## config.mk

```make
export PLATFORM = sky130hd
export DESIGN_NAME = ctrl_sequencer
export DESIGN_NICKNAME = d
export VERILOG_FILES = /design/src/rtl/ctrl_pkg.sv /design/src/rtl/ctrl_microcode_rom.sv /design/src/rtl/ctrl_sequencer.sv
export SDC_FILE = /design/constraint.sdc
export NUM_CORES = 1
export LEC_CHECK = 0
export ABC_CLOCK_PERIOD_IN_PS = 2300
export BUFFER_PORTS_ARGS = -buffer_cell sky130_fd_sc_hd__buf_2
export CAP_MARGIN = 20
export CORE_MARGIN = 5
export CORE_UTILIZATION = 44
export CTS_CLUSTER_DIAMETER = 80
export DETAILED_ROUTE_END_ITERATION = 7
export PLACE_DENSITY = 0.78
export SETUP_SLACK_MARGIN = 0.05
export SLEW_MARGIN = 20
export SYNTH_ARGS = -nofsm -noshare
export SYNTH_HDL_FRONTEND = slang
export SYNTH_SLANG_ARGS = --single-unit
```

## constraint.sdc

```tcl
create_clock -name clk -period 2.3 [get_ports clk]
set_clock_uncertainty 0.1 [all_clocks]
set_input_delay 0.46 -clock clk [delete_from_list [all_inputs] [get_ports clk]]
set_output_delay 0.46 -clock clk [all_outputs]
set_load 0.02 [all_outputs]
```

## src/rtl/ctrl_pkg.sv

```systemverilog
// Shared constants for the CPU control sequencer: opcodes, T-states and control-word layout.
package ctrl_pkg;

    localparam logic [3:0] OP_NOP = 4'h0;
    localparam logic [3:0] OP_LDA = 4'h1;
    localparam logic [3:0] OP_ADD = 4'h2;
    localparam logic [3:0] OP_SUB = 4'h3;
    localparam logic [3:0] OP_STA = 4'h4;
    localparam logic [3:0] OP_LDI = 4'h5;
    localparam logic [3:0] OP_JMP = 4'h6;
    localparam logic [3:0] OP_JC  = 4'h7;
    localparam logic [3:0] OP_JZ  = 4'h8;
    localparam logic [3:0] OP_OUT = 4'hE;
    localparam logic [3:0] OP_HLT = 4'hF;

    typedef enum logic [2:0] {
        T0 = 3'd0,
        T1 = 3'd1,
        T2 = 3'd2,
        T3 = 3'd3,
        T4 = 3'd4
    } tstate_t;

    localparam int BIT_HLT = 15;
    localparam int BIT_MI  = 14;
    localparam int BIT_RI  = 13;
    localparam int BIT_RO  = 12;
    localparam int BIT_IO  = 11;
    localparam int BIT_II  = 10;
    localparam int BIT_AI  = 9;
    localparam int BIT_AO  = 8;
    localparam int BIT_EO  = 7;
    localparam int BIT_SU  = 6;
    localparam int BIT_BI  = 5;
    localparam int BIT_OI  = 4;
    localparam int BIT_CP  = 3;
    localparam int BIT_EP  = 2;
    localparam int BIT_LP  = 1;
    localparam int BIT_FI  = 0;

    localparam logic [15:0] CW_T0   = 16'h4004;
    localparam logic [15:0] CW_T1   = 16'h1408;
    localparam logic [15:0] CW_HALT = 16'h8000;

    function automatic tstate_t next_tstate(input tstate_t s);
        return (s == T4) ? T0 : tstate_t'(s + 3'd1);
    endfunction

endpackage

```

## src/rtl/ctrl_microcode_rom.sv

```systemverilog
// Combinational microcode: {opcode, step, cf, zf} -> {control word, last-step flag}.
module ctrl_microcode_rom
    import ctrl_pkg::*;
(
    input  logic [3:0]  opcode,
    input  logic [2:0]  step,
    input  logic        cf,
    input  logic        zf,
    output logic [15:0] ctrl_word,
    output logic        last
);

    logic nop_class;
    assign nop_class = (opcode == OP_NOP) || ((opcode >= 4'h9) && (opcode <= 4'hD));

    // The T1 word ignores the opcode; only the early-end decision for NOP looks at it.
    always_comb begin
        ctrl_word = '0;
        last      = 1'b0;
        case (step)
            T0: ctrl_word = CW_T0;
            T1: begin
                ctrl_word = CW_T1;
                last      = nop_class;
            end
            T2: begin
                last = 1'b1;
                case (opcode)
                    OP_LDA, OP_ADD, OP_SUB, OP_STA: begin
                        ctrl_word[BIT_IO] = 1'b1;
                        ctrl_word[BIT_MI] = 1'b1;
                        last              = 1'b0;
                    end
                    OP_LDI: begin
                        ctrl_word[BIT_IO] = 1'b1;
                        ctrl_word[BIT_AI] = 1'b1;
                    end
                    OP_JMP: begin
                        ctrl_word[BIT_IO] = 1'b1;
                        ctrl_word[BIT_LP] = 1'b1;
                    end
                    OP_JC: begin
                        ctrl_word[BIT_IO] = cf;
                        ctrl_word[BIT_LP] = cf;
                    end
                    OP_JZ: begin
                        ctrl_word[BIT_IO] = zf;
                        ctrl_word[BIT_LP] = zf;
                    end
                    OP_OUT: begin
                        ctrl_word[BIT_AO] = 1'b1;
                        ctrl_word[BIT_OI] = 1'b1;
                    end
                    OP_HLT: ctrl_word[BIT_HLT] = 1'b1;
                    default: ctrl_word = '0;
                endcase
            end
            T3: begin
                last = 1'b1;
                case (opcode)
                    OP_LDA: begin
                        ctrl_word[BIT_RO] = 1'b1;
                        ctrl_word[BIT_AI] = 1'b1;
                    end
                    OP_ADD, OP_SUB: begin
                        ctrl_word[BIT_RO] = 1'b1;
                        ctrl_word[BIT_BI] = 1'b1;
                        last              = 1'b0;
                    end
                    OP_STA: begin
                        ctrl_word[BIT_AO] = 1'b1;
                        ctrl_word[BIT_RI] = 1'b1;
                    end
                    default: ctrl_word = '0;
                endcase
            end
            T4: begin
                last = 1'b1;
                if ((opcode == OP_ADD) || (opcode == OP_SUB)) begin
                    ctrl_word[BIT_EO] = 1'b1;
                    ctrl_word[BIT_AI] = 1'b1;
                    ctrl_word[BIT_FI] = 1'b1;
                    ctrl_word[BIT_SU] = (opcode == OP_SUB);
                end
            end
            default: last = 1'b1;
        endcase
    end

endmodule

```

## src/rtl/ctrl_sequencer.sv

```systemverilog
// T-state counter plus halt latch around the microcode ROM for the 8-bit CPU.
// Define CTRL_EARLY_END_EN to let each instruction return to T0 after its last used step.
module ctrl_sequencer
    import ctrl_pkg::*;
(
    input  logic        clk,
    input  logic        rst_n,
    input  logic [3:0]  opcode,
    input  logic        cf,
    input  logic        zf,
    output logic [15:0] ctrl_word,
    output logic [2:0]  step,
    output logic        halted
);

    tstate_t     step_q;
    logic        halted_q;
    logic [15:0] rom_word;
    logic        rom_last;
    logic        end_now;

    ctrl_microcode_rom u_rom (
        .opcode    (opcode),
        .step      (step_q),
        .cf        (cf),
        .zf        (zf),
        .ctrl_word (rom_word),
        .last      (rom_last)
    );

`ifdef CTRL_EARLY_END_EN
    assign end_now = rom_last;
`else
    logic unused_rom_last;
    assign unused_rom_last = rom_last;
    assign end_now         = 1'b0;
`endif

    // HLT freezes the counter at T2; only reset leaves the halted state.
    always_ff @(posedge clk or negedge rst_n) begin
        if (!rst_n) begin
            step_q   <= T0;
            halted_q <= 1'b0;
        end else if (!halted_q) begin
            if ((step_q == T2) && (opcode == OP_HLT)) begin
                halted_q <= 1'b1;
            end else if (end_now) begin
                step_q <= T0;
            end else begin
                step_q <= next_tstate(step_q);
            end
        end
    end

    always_comb begin
        if (!rst_n) begin
            ctrl_word = '0;
        end else if (halted_q) begin
            ctrl_word = CW_HALT;
        end else begin
            ctrl_word = rom_word;
        end
    end

    assign step   = step_q;
    assign halted = halted_q;

endmodule

```

==> results.cfg <==
[layout]
final_instance_area_um2 = 872
multi_input_combinational_cell_area_um2 = 495
finalNetCount = 117
final_core_utilization = 0.679
syn_to_final_growth_pct = 47.7
n_fill_cell = 114
post_route_cells_drive_above_1_share = 0.549
register_area_um2 = 103
antenna_cells = 0

[synth]
syn-num-nets = 85
synth.yosys.seq_area_share = 0.169
post_synth_num_cell_types = 35
synth_seq_cells = 4
post_synth_inst_count = 72
syn_avg_cell_area_um2 = 8.20
syn-cell-area_um2 = 591
yosys_warnings = 0

[hold_path]
min-delay-path-class = in -> async

[timing]
tns_ns = 0
final-hold-violation-count = 0
clock.fmax_mhz = 438
grt_setup_unrepaired = true
min_period_ns = 2.28
holdWs_ns = 0.544
setup_viol = 0
worstMarginPinSlew_ns = 0.435
finalCritPeriodShare = 0.992
timing.max_slew.rel_slack = 0.710
slew_violations = 0

[power_and_ir_drop]
p_leak_uw = 0.000418
total_power_divided_by_cell_area_nw_per_um2 = 1080
ir_drop_mv = 0.679

[die]
ios = 28
num_rows = 13
fp.dieH_um = 46.6
die-area_um2 = 2170
core_area_um2 = 1280
die_w_um = 46.6
initial_utilization = 0.460

[critical_path]
critical_path.startpoint_type = flip-flop
critical_path.endpoint_type = output port
critical_path_class = reg -> out
timing.critical_path.arrival_ns = 1.72
critical_path_required_ns = 1.74
cp_max_fanout = 4

[drt]
avgRoutedWirePerCell_um = 16.1
finalWirelength_mm = 1.89
routed_via_density = 5.85
drt.antenna.violating_nets = 0
detail_route.first_pass.iterations = 5
route.vias.total = 684
count_of_unresolved_drc_violations_after_routing = 0
drt_first_iter_violations = 12

[placed_design]
place_congestion = 0.849
placed_area_um2 = 711
io_buffers = 27
dp.final_hpwl_mm = 1.23

[job]
drv.max_cap_violation_count = 0

[global_routing]
overflow = 0
antenna_violations_before_repair = 0
wire_length_of_the_first_global_routing_pass_mm = 2.92
grt_start_max_net_pins = 12
grtUsageTotal = 0.189
grt_pass1_vias = 660

[cts]
clock_sink_count = 4
htree_num_levels = 1
clockBufferDepth = 2
insertion_delay_ns = 0.23
cts_tree = built
library_cell_used_as_clock_root_buffer = clkbuf_4
clkSlewWorstSetupHoldPaths_ns = 0.04
tritoncts.num_buffers = 3

[run_status]
outcome = finished clean
final timing paths:
check / endpoint / depth (start not counted) / start / slack, ns
max: ctrl_word[9] / 6 / step[0] / 0.02
min: step[1] / 2 / rst_n / 0.54
max reg2reg: step[1] / 4 / step[1] / 0.77
min reg2reg: step[0] / 2 / step[0] / 0.58
max in group asynchronous: step[0] / 2 / rst_n / 1.37
min in group clk: step[0] / 2 / step[0] / 0.58
per-stage QoR:
| stage | power [uW] | setup slack [ns] | cells |
|---|---|---|---|
| global route | 1010 | -0.0359 | 117 |
| finish | 938 | 0.0181 | 117 |
| floorplan | 537 | 0.0625 | 72 |
| CTS | 873 | 0.0498 | 116 |
| detailed placement | 659 | 0.125 | 108 |
| global placement | 652 | 0.158 | 108 |
metal layers:
metal / routed length (um) / share of wire / global-route usage
met1: 720 / 0.38 / 0.202
met2: 1020 / 0.54 / 0.349
met5: 0 / 0 / 0
met4: 12 / 0.0064 / 0.0829
met3: 129 / 0.068 / 0.0391
power breakdown:
part	internal (uW)	leakage (uW)	total, uW	switching, uW
combinational	304	0.000358	642	338
sequential	111	0.0000465	210	99.3
clock	58.2	0.0000138	85.2	26.9
total	473	0.000418	938	465
cell type report:
| cell class | instances | area share |
|---|---|---|
| sequential | 4 | 0.118 |
| clock buffer | 3 | 0.0258 |
| timing repair buffer | 34 | 0.231 |
| multi-input combinational | 54 | 0.568 |
| tap | 15 | 0.0215 |
| inverter | 7 | 0.0359 |
flip-flops by register name, summed over array words and instances, names as in the netlist:
register  cells
halted        1
step          3
cells in the final DEF, fill, tap and decap left out, drive strengths merged:
master / instances
o32ai: 1
ha: 5
clkbuf: 3
and4: 1
dfrtp: 4
mux2i: 1
a21oi: 3
a41oi: 1
or3: 3
nand2: 3
nand3b: 1
nor4b: 1
dlygate4sd3: 1
o211ai: 2
a211oi: 2
a21o: 1
or4: 1
nand4b: 1
o41ai: 1
o22ai: 1
nand2b: 1
nor2: 6
and3b: 1
nand3: 2
buf: 33
nor3: 2
and4b: 1
nor2b: 3
and2: 3
inv: 7
and3: 2
nor3b: 1
o21ai: 2
a31oi: 1
synthesized netlist by cell type:
cell	count	share of area
a211oi_2	2	0.042
a21o_1	1	0.013
a21oi_1	3	0.025
a31oi_4	1	0.036
a41oi_1	1	0.015
and2_1	3	0.032
and3_1	2	0.021
and3b_1	1	0.015
and4_1	1	0.015
and4b_4	1	0.023
buf_2	3	0.025
buf_4	2	0.025
buf_6	2	0.038
dfrtp_1	4	0.17
ha_1	5	0.11
inv_1	7	0.044
mux2i_1	1	0.017
nand2_1	3	0.019
nand2b_1	1	0.011
nand3_1	2	0.017
nand3b_1	1	0.013
nand4b_1	1	0.015
nor2_1	6	0.038
nor2b_1	3	0.032
nor3_1	2	0.017
nor3b_1	1	0.013
nor4b_1	1	0.015
o211ai_1	2	0.025
o21ai_0	2	0.017
o22ai_1	1	0.011
o32ai_1	1	0.015
o41ai_2	1	0.028
or3_1	2	0.021
or3_4	1	0.019
or4_1	1	0.013
worst max-delay path: stages (launching register included):
cell     delay [ns]
dfrtp_2        0.44
inv_4          0.10
ha_4           0.15
nor3_2         0.04
or4_1          0.49
a21oi_2        0.14
buf_6          0.13
logic make-up after synthesis:
group                      Yosys count  synth area share
DFF                                  4             0.169
buffers and inverters               14             0.133
AOI/OAI and AO/OA                   15             0.227
adders and majority gates            5             0.106
and+or+nand+nor                     33             0.347
muxes                                1            0.0169
timing repair:
action,in CTS,in global routing
hold endpoints to repair,4,4
gates resized for setup,15,8
setup endpoints to repair,7,6
pin swaps,5,2
setup buffers,5,0
Power figures use the tool's default switching activity.
